`src/rtl/cam_capture_pkg.sv`:
```
// Shared types and constants for the camera capture controller.
package cam_capture_pkg;

    typedef enum logic [2:0] {
        IDLE,
        ARM,
        SYNC,
        CAPTURE,
        DONE
    } state_t;

    localparam int COL_W = 11;
    localparam int ROW_W = 10;
    localparam bit HI_BYTE_FIRST = 1'b1;

endpackage

```
`src/rtl/cam_input_sync.sv`:
```
// Two-flop synchronizers for the camera pins plus edge detection
// on pclk, vsync and href.
module cam_input_sync (
    input  logic       clk,
    input  logic       resetn,
    input  logic       cam_pclk,
    input  logic       cam_vsync,
    input  logic       cam_href,
    input  logic [7:0] cam_dat,
    output logic       pclk_rise,
    output logic       vs_rise,
    output logic       vs_fall,
    output logic       href_s2,
    output logic       href_fall,
    output logic [7:0] dat_s2
);

    // bit 0 = s1, bit 1 = s2, bit 2 = s3
    logic [2:0] pclk_q;
    logic [2:0] vs_q;
    logic [2:0] href_q;
    logic [7:0] dat_s1;

    always_ff @(posedge clk or negedge resetn) begin
        if (!resetn) begin
            pclk_q <= '0;
            vs_q   <= '0;
            href_q <= '0;
            dat_s1 <= '0;
            dat_s2 <= '0;
        end else begin
            pclk_q <= {pclk_q[1:0], cam_pclk};
            vs_q   <= {vs_q[1:0], cam_vsync};
            href_q <= {href_q[1:0], cam_href};
            dat_s1 <= cam_dat;
            dat_s2 <= dat_s1;
        end
    end

    assign pclk_rise = pclk_q[1] & ~pclk_q[2];
    assign vs_rise   = vs_q[1] & ~vs_q[2];
    assign vs_fall   = ~vs_q[1] & vs_q[2];
    assign href_s2   = href_q[1];
    assign href_fall = ~href_q[1] & href_q[2];

endmodule

```
`src/rtl/cam_capture_ctrl.sv`:
```
// Single-frame camera capture: waits for a frame boundary, crops a
// window, packs byte pairs into 16-bit pixels and writes them linearly.
module cam_capture_ctrl
    import cam_capture_pkg::*;
#(
    parameter int COLS   = 80,
    parameter int ROWS   = 60,
    parameter int X_OFF  = 0,
    parameter int Y_OFF  = 0,
    parameter int ADDR_W = 13
) (
    input  logic              clk,
    input  logic              resetn,
    input  logic              cam_pclk,
    input  logic              cam_vsync,
    input  logic              cam_href,
    input  logic [7:0]        cam_dat,
    input  logic              start,
    input  logic              abort,
    output logic              busy,
    output logic              done,
    output logic              err,
    output logic              wr_en,
    output logic [ADDR_W-1:0] wr_addr,
    output logic [15:0]       wr_data
);

    localparam logic [ADDR_W-1:0] LAST_ADDR = ADDR_W'(COLS * ROWS - 1);

    logic       pclk_rise;
    logic       vs_rise;
    logic       vs_fall;
    logic       href_s2;
    logic       href_fall;
    logic [7:0] dat_s2;

    cam_input_sync u_sync (
        .clk      (clk),
        .resetn   (resetn),
        .cam_pclk (cam_pclk),
        .cam_vsync(cam_vsync),
        .cam_href (cam_href),
        .cam_dat  (cam_dat),
        .pclk_rise(pclk_rise),
        .vs_rise  (vs_rise),
        .vs_fall  (vs_fall),
        .href_s2  (href_s2),
        .href_fall(href_fall),
        .dat_s2   (dat_s2)
    );

    state_t             state;
    logic [COL_W-1:0]   col;
    logic [ROW_W-1:0]   row;
    logic               phase;
    logic [7:0]         hi;
    logic [ADDR_W-1:0]  addr;

    logic        byte_ok;
    logic        pix_done;
    logic        in_win;
    logic        last_wr;
    logic [15:0] pixel;
    int          row_i;
    int          col_i;

    always_comb begin
        row_i    = int'(row);
        col_i    = int'(col);
        byte_ok  = pclk_rise & href_s2;
        pix_done = byte_ok & phase;
        in_win   = (row_i >= Y_OFF) && (row_i < Y_OFF + ROWS) &&
                   (col_i >= X_OFF) && (col_i < X_OFF + COLS);
        last_wr  = pix_done & in_win & (addr == LAST_ADDR);
        pixel    = HI_BYTE_FIRST ? {hi, dat_s2} : {dat_s2, hi};
    end

    always_ff @(posedge clk or negedge resetn) begin
        if (!resetn) begin
            state   <= IDLE;
            busy    <= 1'b0;
            done    <= 1'b0;
            err     <= 1'b0;
            wr_en   <= 1'b0;
            wr_addr <= '0;
            wr_data <= '0;
            col     <= '0;
            row     <= '0;
            phase   <= 1'b0;
            hi      <= '0;
            addr    <= '0;
        end else begin
            wr_en <= 1'b0;
            if (abort && state != IDLE) begin
                state <= IDLE;
                busy  <= 1'b0;
                done  <= 1'b0;
            end else begin
                unique case (state)
                    IDLE: begin
                        if (start && !abort) begin
                            state <= ARM;
                            busy  <= 1'b1;
                            done  <= 1'b0;
                            err   <= 1'b0;
                        end
                    end
                    ARM: begin
                        if (vs_rise) state <= SYNC;
                    end
                    SYNC: begin
                        if (vs_fall) begin
                            state <= CAPTURE;
                            row   <= '0;
                            col   <= '0;
                            phase <= 1'b0;
                            addr  <= '0;
                        end
                    end
                    CAPTURE: begin
                        if (href_fall) begin
                            row   <= (&row) ? row : row + ROW_W'(1);
                            col   <= '0;
                            phase <= 1'b0;
                        end else if (byte_ok) begin
                            phase <= ~phase;
                            if (!phase) hi <= dat_s2;
                        end
                        if (pix_done) begin
                            col <= (&col) ? col : col + COL_W'(1);
                            if (in_win) begin
                                wr_en   <= 1'b1;
                                wr_data <= pixel;
                                wr_addr <= addr;
                                addr    <= addr + ADDR_W'(1);
                            end
                        end
                        // a frame that ends before the window fills is an error
                        if (last_wr) begin
                            state <= DONE;
                            busy  <= 1'b0;
                            done  <= 1'b1;
                        end else if (vs_rise) begin
                            state <= DONE;
                            busy  <= 1'b0;
                            done  <= 1'b1;
                            err   <= 1'b1;
                        end
                    end
                    DONE: begin
                        state <= IDLE;
                        busy  <= 1'b0;
                        done  <= 1'b1;
                    end
                    default: state <= IDLE;
                endcase
            end
        end
    end

endmodule

```
`config.mk`:
```
export PLATFORM = sky130hd
export DESIGN_NAME = cam_capture_ctrl
export DESIGN_NICKNAME = d
export VERILOG_FILES = /design/src/rtl/cam_capture_pkg.sv /design/src/rtl/cam_input_sync.sv /design/src/rtl/cam_capture_ctrl.sv
export SDC_FILE = /design/constraint.sdc
export NUM_CORES = 1
export LEC_CHECK = 0
export CORE_UTILIZATION = 50
export CTS_CLUSTER_SIZE = 10
export DETAILED_ROUTE_END_ITERATION = 10
export PLACE_DENSITY = 0.82
export SLEW_MARGIN = 20
export SYNTH_ARGS = -nofsm -noshare
export SYNTH_HDL_FRONTEND = slang
export SYNTH_SLANG_ARGS = --single-unit
```
`constraint.sdc`:
```
create_clock -name clk -period 4.5 [get_ports clk]
set_clock_uncertainty 0.1 [all_clocks]
set_input_delay 0.9 -clock clk [delete_from_list [all_inputs] [get_ports clk]]
set_output_delay 0.9 -clock clk [all_outputs]
set_load 0.05 [all_outputs]
```
* Word level (Yosys, flattened, before mapping)
Index checks and enable logic that the tools add are counted.
** Storage, ports and cells
- Register bits :: 104
- Latch bits :: 0
- RAM bits :: 0
- Memory bits (read-only) :: 0
- Input port bits :: 15
- Logic and storage cells :: 117
- Memories kept :: 0
** Cells by class
- $add $sub $neg :: 3
- $mul :: 0
- Div/mod/pow operators :: 0
- Order comparisons :: 2
- Eq/ne operators :: 20
- Shift operators :: 0
- Mux-type cells :: 40
- Bitwise gates (word level) :: 15
- Reduce and logical (&&, ||, !) cells :: 20
** Operators by type and width (count)
- 11-bit two-way mux :: 4
- 13-bit two-way mux :: 3
- 10-bit two-way mux :: 3
- 13-bit case mux with 2 select lines :: 1
- 5-bit AND reduction :: 5
- 11-bit case mux with 2 select lines :: 1
- 10-bit case mux with 2 select lines :: 1
- 3-bit two-way mux :: 6
- 1-bit two-way mux :: 16
- 13-bit by 1-bit adder with 13-bit output (second input constant) :: 1
- 13-bit equality test (second input constant) :: 1
- 2-bit != test (second input constant) :: 6
- 3-bit != test (second input constant) :: 4
- 3-bit case mux with 4 select lines :: 1
- 4-bit AND reduction :: 3
- 11-bit by 1-bit adder with 11-bit output (second input constant) :: 1
- 11-bit by 7-bit < comparator with 1-bit output (second input constant) :: 1
- 11-bit AND reduction :: 1
- 10-bit by 1-bit adder with 10-bit output (second input constant) :: 1
- 10-bit by 6-bit < comparator with 1-bit output (second input constant) :: 1
- 10-bit AND reduction :: 1
- 1-bit AND :: 8
- 1-bit NOT :: 7
- 3-bit by 2-bit equality test with 1-bit output (second input constant) :: 2
- other kinds (14) :: 21

* Logic depth before layout (Yosys ltp)
Gate-level depths: netlist of the first run.
- Depth after elaboration :: 9
- Depth in mapped cells :: 8
- Mapped depth without buffers :: 6

* Modules after synthesis
From an unflattened synthesis of the first run, not the netlist that was laid out.
** Second synthesis, totals
- Cell total of the unflattened synthesis :: 375
- Area, all modules :: 4386.7 um2
** Modules (own cells, without submodules)
- cam_capture_ctrl :: times used 1, cells an instance 346, area an instance 3733.6 um2, sequential area each 1976.9 um2
- cam_input_sync :: times used 1, cells an instance 29, area an instance 653.1 um2, sequential area each 625.6 um2

* Worst setup path after synthesis of the first run
No wires, ideal clock.
- Path kind :: input to register
- From :: input port abort
- To :: register addr[9]
- Setup time :: 78 ps
- Data arrival time :: 2359 ps
- Required time :: 4322 ps
- Slack :: 1964 ps
- Stages on the path :: 6
- Buffers on the path :: 1
- Cells stage by stage :: nor2_2 > o211ai_2 > or4_1 > buf_2 > or3_1 > a21oi_1
** On the way
- Longest elaborated chain between the ends :: 3
** Ends and longest elaborated chain
- start: declaration :: line cam_capture_ctrl.sv:19 : input logic abort,
- 1-bit logical AND :: line cam_capture_ctrl.sv:94 : if (abort && state != IDLE) begin
- 1-bit NOT (no source line)
- 5-bit AND reduction (no source line)
- end signal: assignment :: line cam_capture_ctrl.sv:135 : addr <= addr + ADDR_W'(1);
- end: declaration :: line cam_capture_ctrl.sv:57 : logic [ADDR_W-1:0] addr;
No other way between the ends.
A chain may end at the register's enable or synchronous reset.

* Final worst setup path of the first run
- From :: input port abort
- To :: register row[9]
** On the way
- Longest elaborated chain between the ends :: 3
** Ends and longest elaborated chain
- 1-bit logical AND :: line cam_capture_ctrl.sv:94
- 1-bit NOT (no source line)
- 5-bit AND reduction (no source line)
- end signal: assignment :: line cam_capture_ctrl.sv:122 : row <= (&row) ? row : row + ROW_W'(1);
- end: declaration :: line cam_capture_ctrl.sv:54 : logic [ROW_W-1:0] row;
No other way between the ends.

==> reports/metrics.yaml, run 1 <==
status:
  status: "finished, final reports clean"
detailed_routing:
  drt_pre_antenna_iters: 4
  avgViaCountPerCell: 6.040
  route.detailed.drc: 0
  drt-wirelength-per-cell_um: 16.60
  drtAntennaViolNets: 0
  num_vias: 3207
  routed_wl_um: 8813
  drt_iter0_markers: 242
power:
  p_per_area_nw_per_um2: 312.2
  total_leakage_power_nw: 2.294
  ir_worst_vdd_mv: 0.1773
  p_total_mw: 1.618
setup_path:
  rr_startpoint: "state[0]"
  rr_worst_depth: 5
  worstPathMaxFanout: 19
  r2r_end: "row[9]"
  start_kind: "primary input"
  cp_data_required_time_ps: 4690
  end_kind: "register"
  cp.arrival_ps: 3340
  cp-startpoint: "abort"
  rrSetupSlack_ps: 1550
  crit_type: "primary input to register"
synth:
  syn_nets: 393
  synth_warnings: 0
  synth-main-ff-cell: "dfrtp_1"
  syn_inst: 375
  synthArstFlopShare_pct: 100.0
  syn_area_um2: 4429
  synth_edf_count: 0
  ys_ff_latch: 104
  netlist-cell-type-count: 56
  yosysSeqAreaShare_pct: 58.76
  avgSynthCellArea_um2: 11.81
cts:
  postCtsSetupBuffers: 0
  cts_root_buf: "clkbuf_8"
  cts_tree: "done"
  htreeDepth: 3
  clkTransAtPathRegs_ps: 110
  clock-sinks: 104
  cts.path.max_buffers: 2
  cts_hold_buf: 0
  clk_latency_ps: 370
  ctsResizeCount: 0
  numCtsBuffers: 9
worst_hold_path:
  hold_end: "u_sync.dat_s2[7]"
  hold_path.class: "register to register"
  min-delay-start: "u_sync.dat_s1[7]"
  hold_path_depth: 0
die:
  fp-row-count: 33
  dieArea_um2: 9239
  fp.dieW_um: 96.12
  start_util_pct: 52.84
  num_io_pins: 48
  core_region_area_um2: 8382
  die_h_um: 96.12
layout:
  diodes: 0
  multi_input_area_um2: 1739
  drive_gt1_share_pct: 16.90
  instances_no_fill: 531
  design_area_um2: 5182
  fin_nets: 439
  fill_cells: 647
  final_cell_mix: "dfrtp_1 (104), clkdlybuf4s50_1 (46), mux2_2 (38), nand2_1 (28), o21ai_0 (24)"
  mostFrequentLayoutCell: "dfrtp_1"
  ff_latch_area_um2: 2603
  syn_to_final_growth_pct: 17.01
run:
  drv_cap: 0
timing:
  maxSlewHeadroom_pct: 38.02
  fmax_mhz: 317.5
  finalMaxSlewViolations: 0
  fin_crit_sh_pct: 69.99
  fin_crit_ps: 3149
  rsz0062_at_grt: "no"
  finalHoldViolCount: 0
  fin_tns_setup_ps: 0
  worstMarginPinSlew_ps: 929.7
  setup_viol: 0
place:
  place_area_um2: 4985
  dp.final_hpwl_um: 5981
  gp_congestion: 0.9027
  io_buffer_count: 47
  dp_cells: 515
global_routing:
  grtUsageTotal_pct: 21.58
  grt_pass1_wl_um: 14960
  grt_pass1_vias: 3050
  grt-ovfl-total: 0
  grt_start_max_net_pins: 79
  antenna_found_initial: 0
[registers in the layout, summed over array words and instances, names as in the netlist]
signal and flops:
col 11, err 1, u_sync.pclk_q 3, u_sync.dat_s1 8, busy 1, u_sync.vs_q 3
u_sync.dat_s2 8, phase 1, wr_data 16, hi 8, done 1, u_sync.href_q 3
row 10, wr_addr 13, wr_en 1, state 3, addr 13
[per-layer routing]
layer | GRT usage, % | part of all wire (%) | wire length [µm] | vias to the layer above
met2 | 33.81 | 48 | 4250 | 117
met4 | 7.587 | 1.7 | 146 | 0
met5 | 0 | 0 | 0 | -
li1 | - | - | - | 1487
met3 | 4.818 | 5.6 | 490 | 15
met1 | 29.60 | 45 | 3925 | 1588
[layout make-up]
class / count / share of cell area [%]
sequential: 104 / 50.22
multi-input combinational: 250 / 33.56
timing repair buffer: 50 / 9.464
tap: 105 / 2.535
clock buffer: 9 / 2.390
clock inverter: 7 / 1.400
inverter: 6 / 0.4346
[through the flow]
stage / setup slack, ps / util [%] / hold slack [ps]
6_report: 1351 / 61.83 / 253.4
5_1_grt: 1142 / 61.83 / 265.9
4_1_cts: 1368 / 61.82 / 261.7
3_5_place_dp: 1018 / 59.47 / 237.1
3_3_place_gp: 1107 / 59.47 / 231.7
2_1_floorplan: 1964 / - / 231.2
[Yosys cell counts (5+ instances only)]
master	number	area (µm²)
o21ai_0	24	120.1
dfrtp_1	104	2603
nor4_1	5	31.28
nor3_1	6	30.03
a21oi_1	19	95.09
mux2_2	38	427.9
nand3_1	18	90.09
nor2_1	11	41.29
buf_2	5	25.02
o31ai_1	8	60.06
nand4_1	8	50.05
and3_1	7	43.79
clkbuf_1	8	30.03
nand2_1	28	105.1
inv_1	6	22.52
or3_1	10	62.56
a31oi_1	7	43.79
or4_1	7	52.55
[power breakdown]
part	leakage, nW	switching (mW)	total (mW)	internal (mW)
clock network	0.0966	0.344	0.562	0.217
registers	1.38	0.0176	0.972	0.955
logic	0.820	0.0524	0.0841	0.0317
total	2.29	0.414	1.62	1.20
[how the worst max path moves through the flow]
stage / to / slack [ps] / depth (start not counted)
global route: row[7] / 1140 / 6
floorplan: addr[9] / 1960 / 6
CTS: row[9] / 1370 / 6
global placement: row[9] / 1110 / 6
finish: row[9] / 1350 / 6
detailed placement: row[7] / 1020 / 6
[critical path, stage by stage]
cell and delay, ps:
clkdlybuf4s50_1 540, nor2_2 300, o211a_1 240, nand4_1 510
or4_1 690, a21oi_1 160
[cell families (layout without fill, tap and decap cells)]
kind of cell | after synthesis | in the layout | synth area share, %
mux | 39 | 39 | 9.887
xor+xnor | 3 | 3 | 0.5933
flops | 104 | 104 | 58.76
fa+ha+maj | 3 | 3 | 0.8475
buf+inv | 21 | 72 | 2.118
simple gates | 127 | 127 | 16.64
compound gates | 78 | 78 | 11.16
(Power assumes the default switching activity.)
==> run 2, diff against run 1 <==
Clock period 4.5 ns to 3 ns, I/O delays scaled along.
==> reports/metrics.yaml, run 2 (same netlist as run 1, synthesis figures left out) <==
layout:
  fin_nets: 448  # was 439
  mostFrequentLayoutCell: "dfrtp_1"  # unchanged
  final_cell_mix: "dfrtp_1 (104), clkdlybuf4s50_1 (46), mux2_2 (38), nand2_1 (28), o21ai_0 (24)"  # unchanged
  drive_gt1_share_pct: 18.62  # was 16.90%
  top_regs: "wr_data (16), addr (13), wr_addr (13)"  # unchanged
  fill_cells: 645  # was 647
  regMostFlops: "wr_data"  # unchanged
  syn_to_final_growth_pct: 19.18  # was 17.01%
  largest_register_ffs: 16  # unchanged
  diodes: 0  # unchanged
cts:
  clk_latency_ps: 380  # was 370 ps
  clock-sinks: 104  # unchanged
  cts_hold_buf: 0  # unchanged
  htreeDepth: 3  # unchanged
  clkTransAtPathRegs_ps: 100  # was 110 ps
  cts_tree: "done"  # unchanged
  cts.path.max_buffers: 2  # unchanged
  ctsResizeCount: 0  # unchanged
  postCtsSetupBuffers: 0  # unchanged
  cts_root_buf: "clkbuf_8"  # unchanged
  numCtsBuffers: 9  # unchanged
die:
  dieArea_um2: 9239  # unchanged
  fp-row-count: 33  # unchanged
  num_io_pins: 48  # unchanged
  fp.dieW_um: 96.12  # unchanged
  start_util_pct: 52.84  # unchanged
  core_region_area_um2: 8382  # unchanged
  die_h_um: 96.12  # unchanged
setup_path:
  r2r_end: "row[8]"  # was row[9]
  crit_type: "primary input to register"  # unchanged
  rr_startpoint: "state[1]"  # was state[0]
  worstPathMaxFanout: 8  # was 19
  end_kind: "register"  # unchanged
  start_kind: "primary input"  # unchanged
  cpMaxStageDelayCell: "or4_1"  # unchanged
  cp_data_required_time_ps: 3200  # was 4690 ps
  rrSetupSlack_ps: 530  # was 1550 ps
  path_cells: "clkdlybuf4s50_1 -> nor2_2 -> o211ai_2 -> or4_1 -> or3_1 -> a21oi_1"  # was clkdlybuf4s50_1 -> nor2_2 -> o211a_1 -> nand4_1 -> or4_1 -> a21oi_1
  cp.arrival_ps: 2700  # was 3340 ps
  rr_worst_depth: 6  # was 5
  max_stage_delay_ps: 620  # was 690 ps
place:
  gp_congestion: 0.8602  # was 0.9027
  dp.final_hpwl_um: 6306  # was 5981 µm
  io_buffer_count: 47  # unchanged
  pre_cts_slack_ps: 156.8  # was 1018 ps
timing:
  rsz0062_at_grt: "no"  # unchanged
  worstMarginPinSlew_ps: 797.9  # was 929.7 ps
  finalMaxSlewViolations: 0  # unchanged
  maxSlewHeadroom_pct: 46.67  # was 38.02%
  fin_tns_setup_ps: 0  # unchanged
  finalHoldViolCount: 0  # unchanged
  holdWs_ps: 123.0  # was 253.4 ps
  fin_crit_sh_pct: 83.16
  setup_viol: 0  # unchanged
  fin_crit_ps: 2495
  fmax_mhz: 400.9
  final.setup.worst_slack_ps: 505.3  # was 1351 ps
global_routing:
  grt_pass1_wl_um: 15540  # was 14960 µm
  grt-ovfl-total: 0  # unchanged
  grt_start_max_net_pins: 49  # was 79
  grt_pass1_vias: 3221  # was 3050
  grtUsageTotal_pct: 22.46  # was 21.58%
  antenna_found_initial: 0  # unchanged
power:
  total_leakage_power_nw: 2.344  # was 2.294 nW
  p_per_area_nw_per_um2: 465.8  # was 312.2 nW/µm²
  ir_worst_vdd_mv: 0.3690  # was 0.1773 mV
detailed_routing:
  route.detailed.drc: 0  # unchanged
  avgViaCountPerCell: 5.996  # was 6.040
  drtAntennaViolNets: 0  # unchanged
  num_vias: 3238  # was 3207
  drt_pre_antenna_iters: 7  # was 4
  drt_iter0_markers: 210  # was 242
  routed_wl_um: 9157  # was 8813 µm
  drt-wirelength-per-cell_um: 16.96  # was 16.60 µm
run:
  drv_cap: 0  # unchanged
worst_hold_path:
  hold_path.class: "primary input to async pin"  # was register to register
status:
  status: "finished, final reports clean"  # unchanged
==> run 2: cell count changes in the layout (fill, tap and decap cells not counted), sizes merged <==
cell      change
buf           +9
clkbuf        +1
clkinvlp      +1
clkinv        -2
==> run 2: area by class of cell <==
cell class	instances	area, µm²	area share [%]
Sequential cell	104	2603	49.30
Multi-Input combinational cell	250	1739	32.95
Timing Repair Buffer	59	583.1	11.05
Clock buffer	10	137.6	2.607
Tap cell	105	131.4	2.489
Clock inverter	6	62.56	1.185
Inverter	6	22.52	0.4266
==> run 2: worst max-delay path by stage <==
stage	start	to	cells after the start
2_1_floorplan	abort	addr[9]	6
3_3_place_gp	abort	addr[9]	6
3_5_place_dp	abort	addr[9]	6
4_1_cts	state[1]	row[8]	6
5_1_grt	state[1]	row[8]	6
6_report	abort	addr[9]	6
==> run 2: layer usage <==
layer | global-route usage, % | wire, µm | vias up
met5 | 0 | 0 | -
met4 | 7.960 | 132 | 0
met3 | 7.346 | 553 | 12
met2 | 37.29 | 4531 | 118
met1 | 27.38 | 3939 | 1609
li1 | - | - | 1499
==> run 2: power breakdown <==
part / switching, mW / internal, mW
registers: 0.0222 / 1.43
logic: 0.0859 / 0.0535
clock network: 0.520 / 0.346
total: 0.628 / 1.83
==> run 2: stage by stage <==
stage	utilization, %	area, µm²	total power, mW	cells
6_report	62.98	5279	2.459	540
3_3_place_gp	60.58	5077	1.616	524
4_1_cts	62.96	5278	2.478	540
2_1_floorplan	-	4429	1.540	375
3_5_place_dp	60.58	5077	1.621	524
5_1_grt	62.98	5279	2.551	540
==> run 2: worst max-delay path: cells and delay by family <==
| kind | cells | cell delay, ps |
|---|---|---|
| buffers and inverters | 1 | 450 |
| AOI/OAI and AO/OA | 2 | 370 |
| and+or+nand+nor | 3 | 1270 |
==> run 3, diff against run 2 <==
Settings changed: PLACE_DENSITY 0.82 to 0.85.
Clock period 3 ns to 2.1 ns, I/O delays scaled along.
==> reports/metrics.yaml, run 3 (same netlist as run 1, synthesis figures left out) <==
status:
  status: "complete, but fails checks"  # was finished, final reports clean
  failed_checks: "hold timing, setup timing"
worst_hold_path:
  hold_path.class: "primary input to async pin"  # unchanged
setup_path:
  start_kind: "register"  # was primary input
  cp.arrival_ps: 2380  # was 2700 ps
  rr_worst_depth: 7  # was 6
  rrSetupSlack_ps: -110  # was 530 ps
  worstPathMaxFanout: 14  # was 8
  cp-endpoint: "wr_data[13]"  # was addr[9]
  cp-startpoint: "col[5]"  # was abort
  cp_data_required_time_ps: 2270  # was 3200 ps
  r2r_end: "wr_data[13]"  # was row[8]
  rr_startpoint: "col[5]"  # was state[1]
  end_kind: "register"  # unchanged
  crit_type: "register to register"  # was primary input to register
die:
  dieArea_um2: 9239  # unchanged
  fp.dieW_um: 96.12  # unchanged
  num_io_pins: 48  # unchanged
  die_h_um: 96.12  # unchanged
  start_util_pct: 52.84  # unchanged
  fp-row-count: 33  # unchanged
  core_region_area_um2: 8382  # unchanged
layout:
  fill_cells: 531  # was 645
  top_regs: "wr_data (16), addr (13), wr_addr (13)"  # unchanged
  drive_gt1_share_pct: 32.45  # was 18.62%
  final_cell_mix: "dfrtp_1 (101), buf_4 (60), nand2_1 (27), dlymetal6s2s_1 (26), o21ai_0 (24)"  # was dfrtp_1 (104), clkdlybuf4s50_1 (46), mux2_2 (38), nand2_1 (28), o21ai_0 (24)
  regMostFlops: "wr_data"  # unchanged
  instances_no_fill: 598  # was 540
  fin_nets: 506  # was 448
  largest_register_ffs: 16  # unchanged
  syn_to_final_growth_pct: 35.71  # was 19.18%
  multi_input_area_um2: 1914  # was 1739 µm²
  ff_latch_area_um2: 2606  # was 2603 µm²
  design_area_um2: 6011  # was 5279 µm²
  diodes: 0  # unchanged
  mostFrequentLayoutCell: "dfrtp_1"  # unchanged
power:
  p_sw_mw: 0.9087  # was 0.6277 mW
  swShare_pct: 25.88  # was 25.53%
  p_seq_share_pct: 59.2  # was 59.1%
  clock_power_share_pct: 34.3  # was 35.2%
  combPwrFrac_pct: 6.5  # was 5.7%
  ir_worst_vdd_mv: 0.4291  # was 0.3690 mV
  intPower_mw: 2.603  # was 1.831 mW
  p_per_area_nw_per_um2: 584.2  # was 465.8 nW/µm²
  total_leakage_power_nw: 3.174  # was 2.344 nW
  p_total_mw: 3.511  # was 2.459 mW
timing:
  finalHoldViolCount: 16  # was 0
  fin_tns_setup_ps: -2742  # was 0 ps
  fin_crit_ps: 2214
  holdWs_ps: -45.70  # was 123.0 ps
  final.setup.worst_slack_ps: -114.4  # was 505.3 ps
  worstMarginPinSlew_ps: 558.3  # was 797.9 ps
  rsz0062_at_grt: "yes"  # was no
  fin_crit_sh_pct: 105.4
  setup_viol: 32  # was 0
  maxSlewHeadroom_pct: 62.78  # was 46.67%
  fmax_mhz: 451.6
  finalMaxSlewViolations: 0  # unchanged
run:
  drv_cap: 0  # unchanged
detailed_routing:
  drt_iter0_markers: 156  # was 210
  route.detailed.drc: 0  # unchanged
  drtAntennaViolNets: 0  # unchanged
  avgViaCountPerCell: 5.886  # was 5.996
  routed_wl_um: 10630  # was 9157 µm
  num_vias: 3520  # was 3238
  drt_pre_antenna_iters: 4  # was 7
  drt-wirelength-per-cell_um: 17.78  # was 16.96 µm
place:
  gp_congestion: 0.8908  # was 0.8602
  dp.final_hpwl_um: 6537  # was 6306 µm
  io_buffer_count: 47  # unchanged
  dp_cells: 562  # was 524
  pre_cts_slack_ps: -345.1  # was 156.8 ps
  place_area_um2: 5368  # was 5077 µm²
cts:
  clock-sinks: 104  # unchanged
  cts_root_buf: "clkbuf_8"  # unchanged
  cts.path.max_buffers: 2  # unchanged
  cts_tree: "done"  # unchanged
  clk_latency_ps: 370  # was 380 ps
  htreeDepth: 3  # unchanged
  numCtsBuffers: 9  # unchanged
  clkTransAtPathRegs_ps: 110  # was 100 ps
global_routing:
  grtUsageTotal_pct: 22.35  # was 22.46%
  antenna_found_initial: 0  # unchanged
  grt-ovfl-total: 0  # unchanged
  grt_pass1_wl_um: 15690  # was 15540 µm
  grt_start_max_net_pins: 105  # was 49
  grt_pass1_vias: 3357  # was 3221
-- run 3: changes by cell type in the layout (fill, tap and decap cells not counted), sizes merged --
cell and delta:
clkinvlp -2, clkdlybuf4s50 -30, buf +57, dlymetal6s2s +26
clkinv +2, clkbuf +1, dlygate4sd2 +4
-- run 3: repair_timing --
action	in CTS	in global routing
gates resized for setup	7	76
hold buffers	0	0
gates cloned	0	2
buffers inserted	2	16
endpoints found under the setup margin	39	73
pin swaps	2	8
-- run 3: through the flow --
stage | utilization [%] | hold WS, ps
after floorplan | - | 24.41
after global placement | 64.04 | 232.9
after detailed placement | 64.04 | 235.5
after CTS | 66.62 | 19.80
after global routing | 71.71 | 17.33
final | 71.71 | -45.70
-- run 3: routing by layer --
metal	share of wire (%)	routed length, µm	global-route usage [%]	vias to the layer above
met5	0	0	0	-
met4	2.6	280	9.080	0
met3	4.7	498	5.213	26
met2	50	5369	36.41	121
met1	42	4484	28.79	1759
li1	-	-	-	1614
-- run 3: worst min path at each step --
stage | from | to | slack (ps) | cells after the start
2_1_floorplan | resetn | addr[0] | 20 | 0
3_3_place_gp | u_sync.dat_s1[2] | u_sync.dat_s2[2] | 230 | 0
3_5_place_dp | u_sync.dat_s1[2] | u_sync.dat_s2[2] | 240 | 0
4_1_cts | resetn | col[0] | 20 | 2
5_1_grt | resetn | wr_data[6] | 20 | 2
6_report | resetn | col[0] | -50 | 2
-- run 3: power by group through the flow --
| stage | registers (mW) | clock network, mW | logic, mW |
|---|---|---|---|
| 6_report | 2.08 | 1.21 | 0.229 |
| 4_1_cts | 2.08 | 1.23 | 0.214 |
| 3_5_place_dp | 2.11 | 0 | 0.212 |
| 3_3_place_gp | 2.11 | 0 | 0.206 |
| 5_1_grt | 2.08 | 1.30 | 0.251 |
| 2_1_floorplan | 2.14 | 0 | 0.0644 |
-- run 3: critical path, stage by stage (launching register included) --
cell	delay [ps]
dfrtp_1	410
o21ai_0	330
nand3_2	220
buf_6	180
nor3_4	210
buf_6	150
buf_12	160
mux2_2	340
-- run 3: area by class of cell --
type,instances,area share (%)
Sequential cell,104,43.36
Clock buffer,10,2.123
Timing Repair Buffer,117,19.09
Inverter,6,0.3747
Tap cell,105,2.186
Multi-Input combinational cell,250,31.85
Clock inverter,6,1.020
